<file path="src/rtl/scene_pkg.sv">
// ---------------------------------------------------------------------------
// scene_pkg
// Shared definitions for the VGA scene sequencer and its layer arbiter.
//   scene_t        : scene encodings (OPEN, SELECT, PLAY, DONE)
//   H_*            : house encodings carried on the 'house' output
//   CNT_W          : width of the frame counter (legal frame counts 1..1023)
//   is_one_hot     : true when exactly one house select bit is set
//   house_encode   : one-hot house select to binary house number
// ---------------------------------------------------------------------------
package scene_pkg;

   localparam int CNT_W = $clog2(1024);

   typedef enum logic [1:0] {
      SC_OPEN   = 2'd0,
      SC_SELECT = 2'd1,
      SC_PLAY   = 2'd2,
      SC_DONE   = 2'd3
   } scene_t;

   localparam logic [1:0] H_GRYF = 2'd0;
   localparam logic [1:0] H_SLYT = 2'd1;
   localparam logic [1:0] H_HUFF = 2'd2;
   localparam logic [1:0] H_RAVN = 2'd3;

   // A value is one-hot when it is non-zero and clearing its lowest set
   // bit leaves nothing behind.
   function automatic logic is_one_hot(input logic [3:0] sel);
      return (sel != 4'd0) && ((sel & (sel - 4'd1)) == 4'd0);
   endfunction

   // Select bits are ordered {ravenclaw, hufflepuff, slytherin, gryffindor},
   // so the bit position is the house number. Only called on one-hot input.
   function automatic logic [1:0] house_encode(input logic [3:0] sel);
      logic [1:0] h;
      case (sel)
         4'b0001: h = H_GRYF;
         4'b0010: h = H_SLYT;
         4'b0100: h = H_HUFF;
         4'b1000: h = H_RAVN;
         default: h = H_GRYF;
      endcase
      return h;
   endfunction

endpackage

</file>
<file path="src/rtl/layer_arbiter.sv">
// ---------------------------------------------------------------------------
// layer_arbiter
// Picks one palette index per pixel clock from the layer requesters using a
// scene-dependent priority, then registers it for the palette ROM address.
// Ports:
//   iVGA_CLK, iRST_n        pixel clock, async active-low reset
//   scene                   registered scene from the sequencer
//   logo/crest/cursor/box   layer request (_v) and palette index (_idx)
//   bg_idx                  background index, always valid
//   pix_index               arbitrated index, one cycle after the inputs
// ---------------------------------------------------------------------------
module layer_arbiter
   import scene_pkg::*;
#(
   parameter logic [7:0] BG_INDEX = 8'd0
) (
   input  logic       iVGA_CLK,
   input  logic       iRST_n,
   input  scene_t     scene,
   input  logic       logo_v,
   input  logic [7:0] logo_idx,
   input  logic       crest_v,
   input  logic [7:0] crest_idx,
   input  logic       cursor_v,
   input  logic [7:0] cursor_idx,
   input  logic       box_v,
   input  logic [7:0] box_idx,
   input  logic [7:0] bg_idx,
   output logic [7:0] pix_index
);

   logic [7:0] sel_idx;

   // Priority select. The opening screen never shows the game background;
   // it falls back to the fixed BG_INDEX colour instead of bg_idx.
   always_comb begin
      sel_idx = bg_idx;
      case (scene)
         SC_OPEN: begin
            sel_idx = logo_v ? logo_idx : BG_INDEX;
         end
         SC_SELECT: begin
            if (crest_v) sel_idx = crest_idx;
         end
         SC_PLAY: begin
            if (crest_v)       sel_idx = crest_idx;
            else if (cursor_v) sel_idx = cursor_idx;
            else if (box_v)    sel_idx = box_idx;
         end
         SC_DONE: begin
            if (crest_v)    sel_idx = crest_idx;
            else if (box_v) sel_idx = box_idx;
         end
         default: sel_idx = bg_idx;
      endcase
   end

   // Single output register so the ROM address has exactly one driver.
   always_ff @(posedge iVGA_CLK or negedge iRST_n) begin
      if (!iRST_n) pix_index <= 8'd0;
      else         pix_index <= sel_idx;
   end

endmodule

</file>
<file path="src/rtl/scene_sequencer.sv">
// ---------------------------------------------------------------------------
// scene_sequencer
// Frame-synchronous game scene controller: opening logo, house select,
// trace play and result screens, plus the pixel-layer arbiter.
// Ports:
//   iVGA_CLK, iRST_n        pixel clock, async active-low reset
//   vs_n                    vertical sync, active low
//   house_sel               {ravenclaw, hufflepuff, slytherin, gryffindor}
//   trace_done              one-cycle pulse, spell trace completed
//   *_v / *_idx, bg_idx     layer requests and palette indices
//   pix_index               registered arbitrated palette index
//   scene                   current scene encoding
//   house, house_valid      latched house and its valid flag
//   frame_tick              one-cycle pulse on each vs_n falling edge
// ---------------------------------------------------------------------------
module scene_sequencer
   import scene_pkg::*;
#(
   parameter int         LOGO_FRAMES = 180,
   parameter int         DONE_FRAMES = 120,
   parameter logic [7:0] BG_INDEX    = 8'd0
) (
   input  logic       iVGA_CLK,
   input  logic       iRST_n,
   input  logic       vs_n,
   input  logic [3:0] house_sel,
   input  logic       trace_done,
   input  logic       logo_v,
   input  logic [7:0] logo_idx,
   input  logic       crest_v,
   input  logic [7:0] crest_idx,
   input  logic       cursor_v,
   input  logic [7:0] cursor_idx,
   input  logic       box_v,
   input  logic [7:0] box_idx,
   input  logic [7:0] bg_idx,
   output logic [7:0] pix_index,
   output logic [1:0] scene,
   output logic [1:0] house,
   output logic       house_valid,
   output logic       frame_tick
);

   localparam logic [CNT_W-1:0] LOGO_LAST = CNT_W'(LOGO_FRAMES - 1);
   localparam logic [CNT_W-1:0] DONE_LAST = CNT_W'(DONE_FRAMES - 1);

   scene_t           scene_q;
   logic [CNT_W-1:0] frame_cnt;
   logic             done_flag;
   logic             vs_q;
   logic             vs_armed;

   // vs_q resets high, so on its own it would report a falling edge if vs_n
   // is already low when reset lifts. vs_armed holds ticks off until a real
   // high level has been sampled on vs_n.
   always_ff @(posedge iVGA_CLK or negedge iRST_n) begin
      if (!iRST_n) begin
         vs_q     <= 1'b1;
         vs_armed <= 1'b0;
      end else begin
         vs_q <= vs_n;
         if (vs_n) vs_armed <= 1'b1;
      end
   end

   assign frame_tick = vs_armed & vs_q & ~vs_n;

   // Scene FSM. Every transition and the house latch happen only on a frame
   // tick, so the arbiter never switches layer source in the middle of a
   // frame. The counter is compared before it increments and is cleared on
   // every exit, so it cannot wrap for any legal frame count.
   always_ff @(posedge iVGA_CLK or negedge iRST_n) begin
      if (!iRST_n) begin
         scene_q     <= SC_OPEN;
         frame_cnt   <= '0;
         done_flag   <= 1'b0;
         house       <= H_GRYF;
         house_valid <= 1'b0;
      end else begin
         case (scene_q)
            SC_OPEN: begin
               if (frame_tick) begin
                  if (frame_cnt == LOGO_LAST) begin
                     scene_q   <= SC_SELECT;
                     frame_cnt <= '0;
                  end else begin
                     frame_cnt <= frame_cnt + 1'b1;
                  end
               end
            end
            SC_SELECT: begin
               if (frame_tick && is_one_hot(house_sel)) begin
                  house       <= house_encode(house_sel);
                  house_valid <= 1'b1;
                  scene_q     <= SC_PLAY;
               end
            end
            SC_PLAY: begin
               // A pulse landing on the tick cycle counts immediately
               // instead of waiting a whole extra frame in the flag.
               if (frame_tick && (done_flag || trace_done)) begin
                  scene_q   <= SC_DONE;
                  done_flag <= 1'b0;
                  frame_cnt <= '0;
               end else if (trace_done) begin
                  done_flag <= 1'b1;
               end
            end
            SC_DONE: begin
               if (frame_tick) begin
                  if (frame_cnt == DONE_LAST) begin
                     scene_q     <= SC_SELECT;
                     house       <= H_GRYF;
                     house_valid <= 1'b0;
                     frame_cnt   <= '0;
                  end else begin
                     frame_cnt <= frame_cnt + 1'b1;
                  end
               end
            end
            default: scene_q <= SC_OPEN;
         endcase
      end
   end

   assign scene = scene_q;

   layer_arbiter #(
      .BG_INDEX (BG_INDEX)
   ) u_layer_arbiter (
      .iVGA_CLK   (iVGA_CLK),
      .iRST_n     (iRST_n),
      .scene      (scene_q),
      .logo_v     (logo_v),
      .logo_idx   (logo_idx),
      .crest_v    (crest_v),
      .crest_idx  (crest_idx),
      .cursor_v   (cursor_v),
      .cursor_idx (cursor_idx),
      .box_v      (box_v),
      .box_idx    (box_idx),
      .bg_idx     (bg_idx),
      .pix_index  (pix_index)
   );

endmodule

</file>
<file path="config.mk">
export PLATFORM = sky130hd
export DESIGN_NAME = scene_sequencer
export DESIGN_NICKNAME = d
export VERILOG_FILES = /design/src/rtl/scene_pkg.sv /design/src/rtl/layer_arbiter.sv /design/src/rtl/scene_sequencer.sv
export SDC_FILE = /design/constraint.sdc
export NUM_CORES = 1
export LEC_CHECK = 0
export CORE_ASPECT_RATIO = 0.75
export CORE_UTILIZATION = 45
export CTS_CLUSTER_DIAMETER = 60
export CTS_CLUSTER_SIZE = 24
export DETAILED_ROUTE_END_ITERATION = 12
export PLACE_DENSITY = 0.8
export SLEW_MARGIN = 20
export SYNTH_ARGS = -nofsm -noshare
export SYNTH_HDL_FRONTEND = slang
export SYNTH_SLANG_ARGS = --single-unit
</file>
<file path="constraint.sdc">
create_clock -name iVGA_CLK -period 2.15 [get_ports iVGA_CLK]
set_input_delay 0.5375 -clock iVGA_CLK [delete_from_list [all_inputs] [get_ports iVGA_CLK]]
set_output_delay 0.5375 -clock iVGA_CLK [all_outputs]
set_load 0.01 [all_outputs]
</file>
==> results_dict.tcl <==
set metrics [dict create \
    status "finished, final reports clean" \
    fmax_mhz 471.5 \
    antenna_cells 0 \
    cap_violations 0 \
    async_reset_ff_frac 1.000 \
    netlist_instances 216 \
    drive_gt1_frac 0.1354 \
    grt_first_pass_wirelength_um 8569 \
    clk_latency_ns 0.27 \
    setup_viol 0 \
    cts_root_buf "clkbuf_8" \
    slew_viol_final 0 \
    max-vdd-ir-drop_mv 0.6762 \
    fp.dieH_um 57.54 \
    start_util 0.4865 \
    leakagePower_nw 1.138 \
    worst_hold_path_type "reg -> reg" \
    yosysSeqAreaShare 0.3523 \
    nets 348 \
    worstSetupEndpointType "output pin" \
    post_drt_wl_per_cell_um 15.23 \
    coreArea_um2 3804 \
    worstPathRequired_ns 1.61 \
    die_w_um 76.05 \
    die_area_um2 4375 \
    post_drt_via_cell_ratio 5.535 \
    synth_ff_type "dfrtp_1" \
    min_from "vs_armed" \
    vias 1882 \
    synth-compound-area-share 0.2887 \
    final_common_cell "clkdlybuf4s50_1" \
    antenna_left 0 \
    cts_tree "yes" \
    arrival_ns 1.58 \
    min_to "vs_armed" \
    power_density_nw_per_um2 1083 \
    synth_top_family_by_area "compound AO/OA/AOI/OAI gates" \
    htree_levels 1 \
    routed_wl_um 5178 \
    placed_area_um2 2621 \
    io_buffer_count 65 \
    netlist.area_leader.share 0.3381 \
    overflow 0 \
    antenna_found_initial 0 \
    syn_nets 275 \
    crit_fanout 2 \
    dp_slack_ns -0.1955 \
    finalHoldViolations 0 \
    grt_max_degree 27 \
    ys_seq_elements 26 \
    syn_avg_cell_area_um2 8.567 \
    holdPathStages 1 \
    synthAdderAreaFrac 0.04733 \
    drt_iter0_drc 163 \
    synth_edf_count 0 \
    yosysWarningCount 0 \
    total_power_mw 2.921 \
    cts_buffers 3 \
    r2r_end "u_layer_arbiter.pix_index[5]" \
    synthTopCellsByArea "dfrtp_1 34%, nand2_1 5.3%, o21ai_0 4.9%" \
    netlist_area_um2 1851 \
    clk_pin_slew_worst_paths_ns 0.08 \
    synth-simple-area-share 0.2272 \
    grt_setup_unrepaired "false" \
    std_cell_rows 19 \
    final_cell_mix "64 x clkdlybuf4s50_1, 26 x nand2_1, 24 x dfrtp_1" \
    synth_mux_area_frac 0.01961 \
    worst_slack_ns 0.02904 \
    cts_hold_buf 0 \
    synth-xor-area-share 0.009466 \
    start_kind "primary input" \
    area_growth_pct 45.77 \
    tritoncts_num_sinks 26 \
    reg2reg_depth 7 \
    period_minus_slack_ns 2.121 \
    grt_pass1_vias 1780 \
    setup_tns_ns 0 \
    criticalPathCategory "in -> out" \
    r2r_slack_ns 0.20 \
    finalCritPeriodShare 0.9865 \
    fin_skew_ns 0.007171 \
    tightest_slew_ns 0.3472 \
    gp_congestion 0.8543 \
    utilization 0.7092 \
    hpwlAfterDp_um 4071 \
    clk_path_buf_depth 2 \
    reg2reg_from "scene[0]" \
    fin_area_um2 2698 \
    ys_types 53 \
    synth_top_area_cell "dfrtp_1" \
    grt_usage 0.2526 \
    dr.pass1.iters 4 \
    maxSlewHeadroom 0.7664 \
    remaining_drc_errors 0 \
    pin_count 66 \
]
synth_stat cells, types with 2 or more instances:
master,count
a21o_1,2
a21oi_1,7
a221oi_1,8
a22o_1,5
a22oi_1,7
and2_1,3
and3_1,2
buf_4,2
clkbuf_1,8
dfrtp_1,25
ha_1,7
inv_1,13
nand2_1,26
nand3_1,8
nand4_1,2
nor2_1,15
nor2b_1,9
nor4b_1,2
o21ai_0,18
o21ai_1,2
o22ai_1,2
o311ai_1,2
o31ai_1,9
or2_2,2
xnor2_1,2
what timing repair did:
| item | in CTS | in global routing |
|---|---|---|
| endpoints found under the setup margin | 3 | 14 |
| endpoints found under the hold margin | 0 | 0 |
| resized for setup | 3 | 5 |
| setup buffers | 0 | 0 |
cell families (layout without fill, tap and decap cells):
family                     count (synthesis)  count (layout)
adders and majority gates                  7               7
and+or+nand+nor                           80              80
AOI/OAI and AO/OA                         73              73
muxes                                      3               3
xor gates and xnor gates                   2               2
DFF                                       26              26
buffers and inverters                     25              97
where the power goes:
part           internal (mW)  switching [mW]  total (mW)  leakage, nW
Sequential             0.685           0.158       0.843        0.317
Clock                  0.164           0.152       0.316       0.0288
Combinational          0.870           0.891        1.76        0.792
metal layers:
layer,vias up,global-route usage,wire length (µm)
li1,938,-,-
met1,876,0.3732,2598
met2,64,0.3883,2277
met3,4,0.03520,251
met4,0,0.07418,50
met5,-,0,0
layout make-up:
cell class	count	area (µm²)
clock buffer	4	55.05
fill	317	1106
inverter	14	52.55
multi-input combinational	165	1117
sequential	26	653.1
tap	52	65.06
timing repair buffer	79	754.5
through the flow:
stage          std cells  hold WS (ns)
4_1_cts              340        0.5043
5_1_grt              340        0.5376
3_5_place_dp         336        0.4856
2_1_floorplan        216        0.2419
3_3_place_gp         336        0.4799
6_report             340        0.4996
registers in the layout, summed over array words and instances (netlist names):
register	count
vs_armed	1
house	2
house_valid	1
u_layer_arbiter.pix_index	8
done_flag	1
vs_q	1
scene	2
frame_cnt	10
worst max path at each step:
stage | startpoint | end | slack, ns
after floorplan | scene[0] | frame_cnt[8] | 0.28
after global placement | vs_n | frame_tick | -0.20
after detailed placement | vs_n | frame_tick | -0.20
after CTS | scene[0] | frame_cnt[8] | 0.02
after global routing | house_sel[2] | house[0] | 0.008
final | vs_n | frame_tick | 0.03
critical path, stage by stage:
cell and delay (ns):
clkdlybuf4s50_1 0.48, nand3b_2 0.14, clkinv_1 0.12, dlygate4sd2_1 0.31
Power figures use the tool's default switching activity.
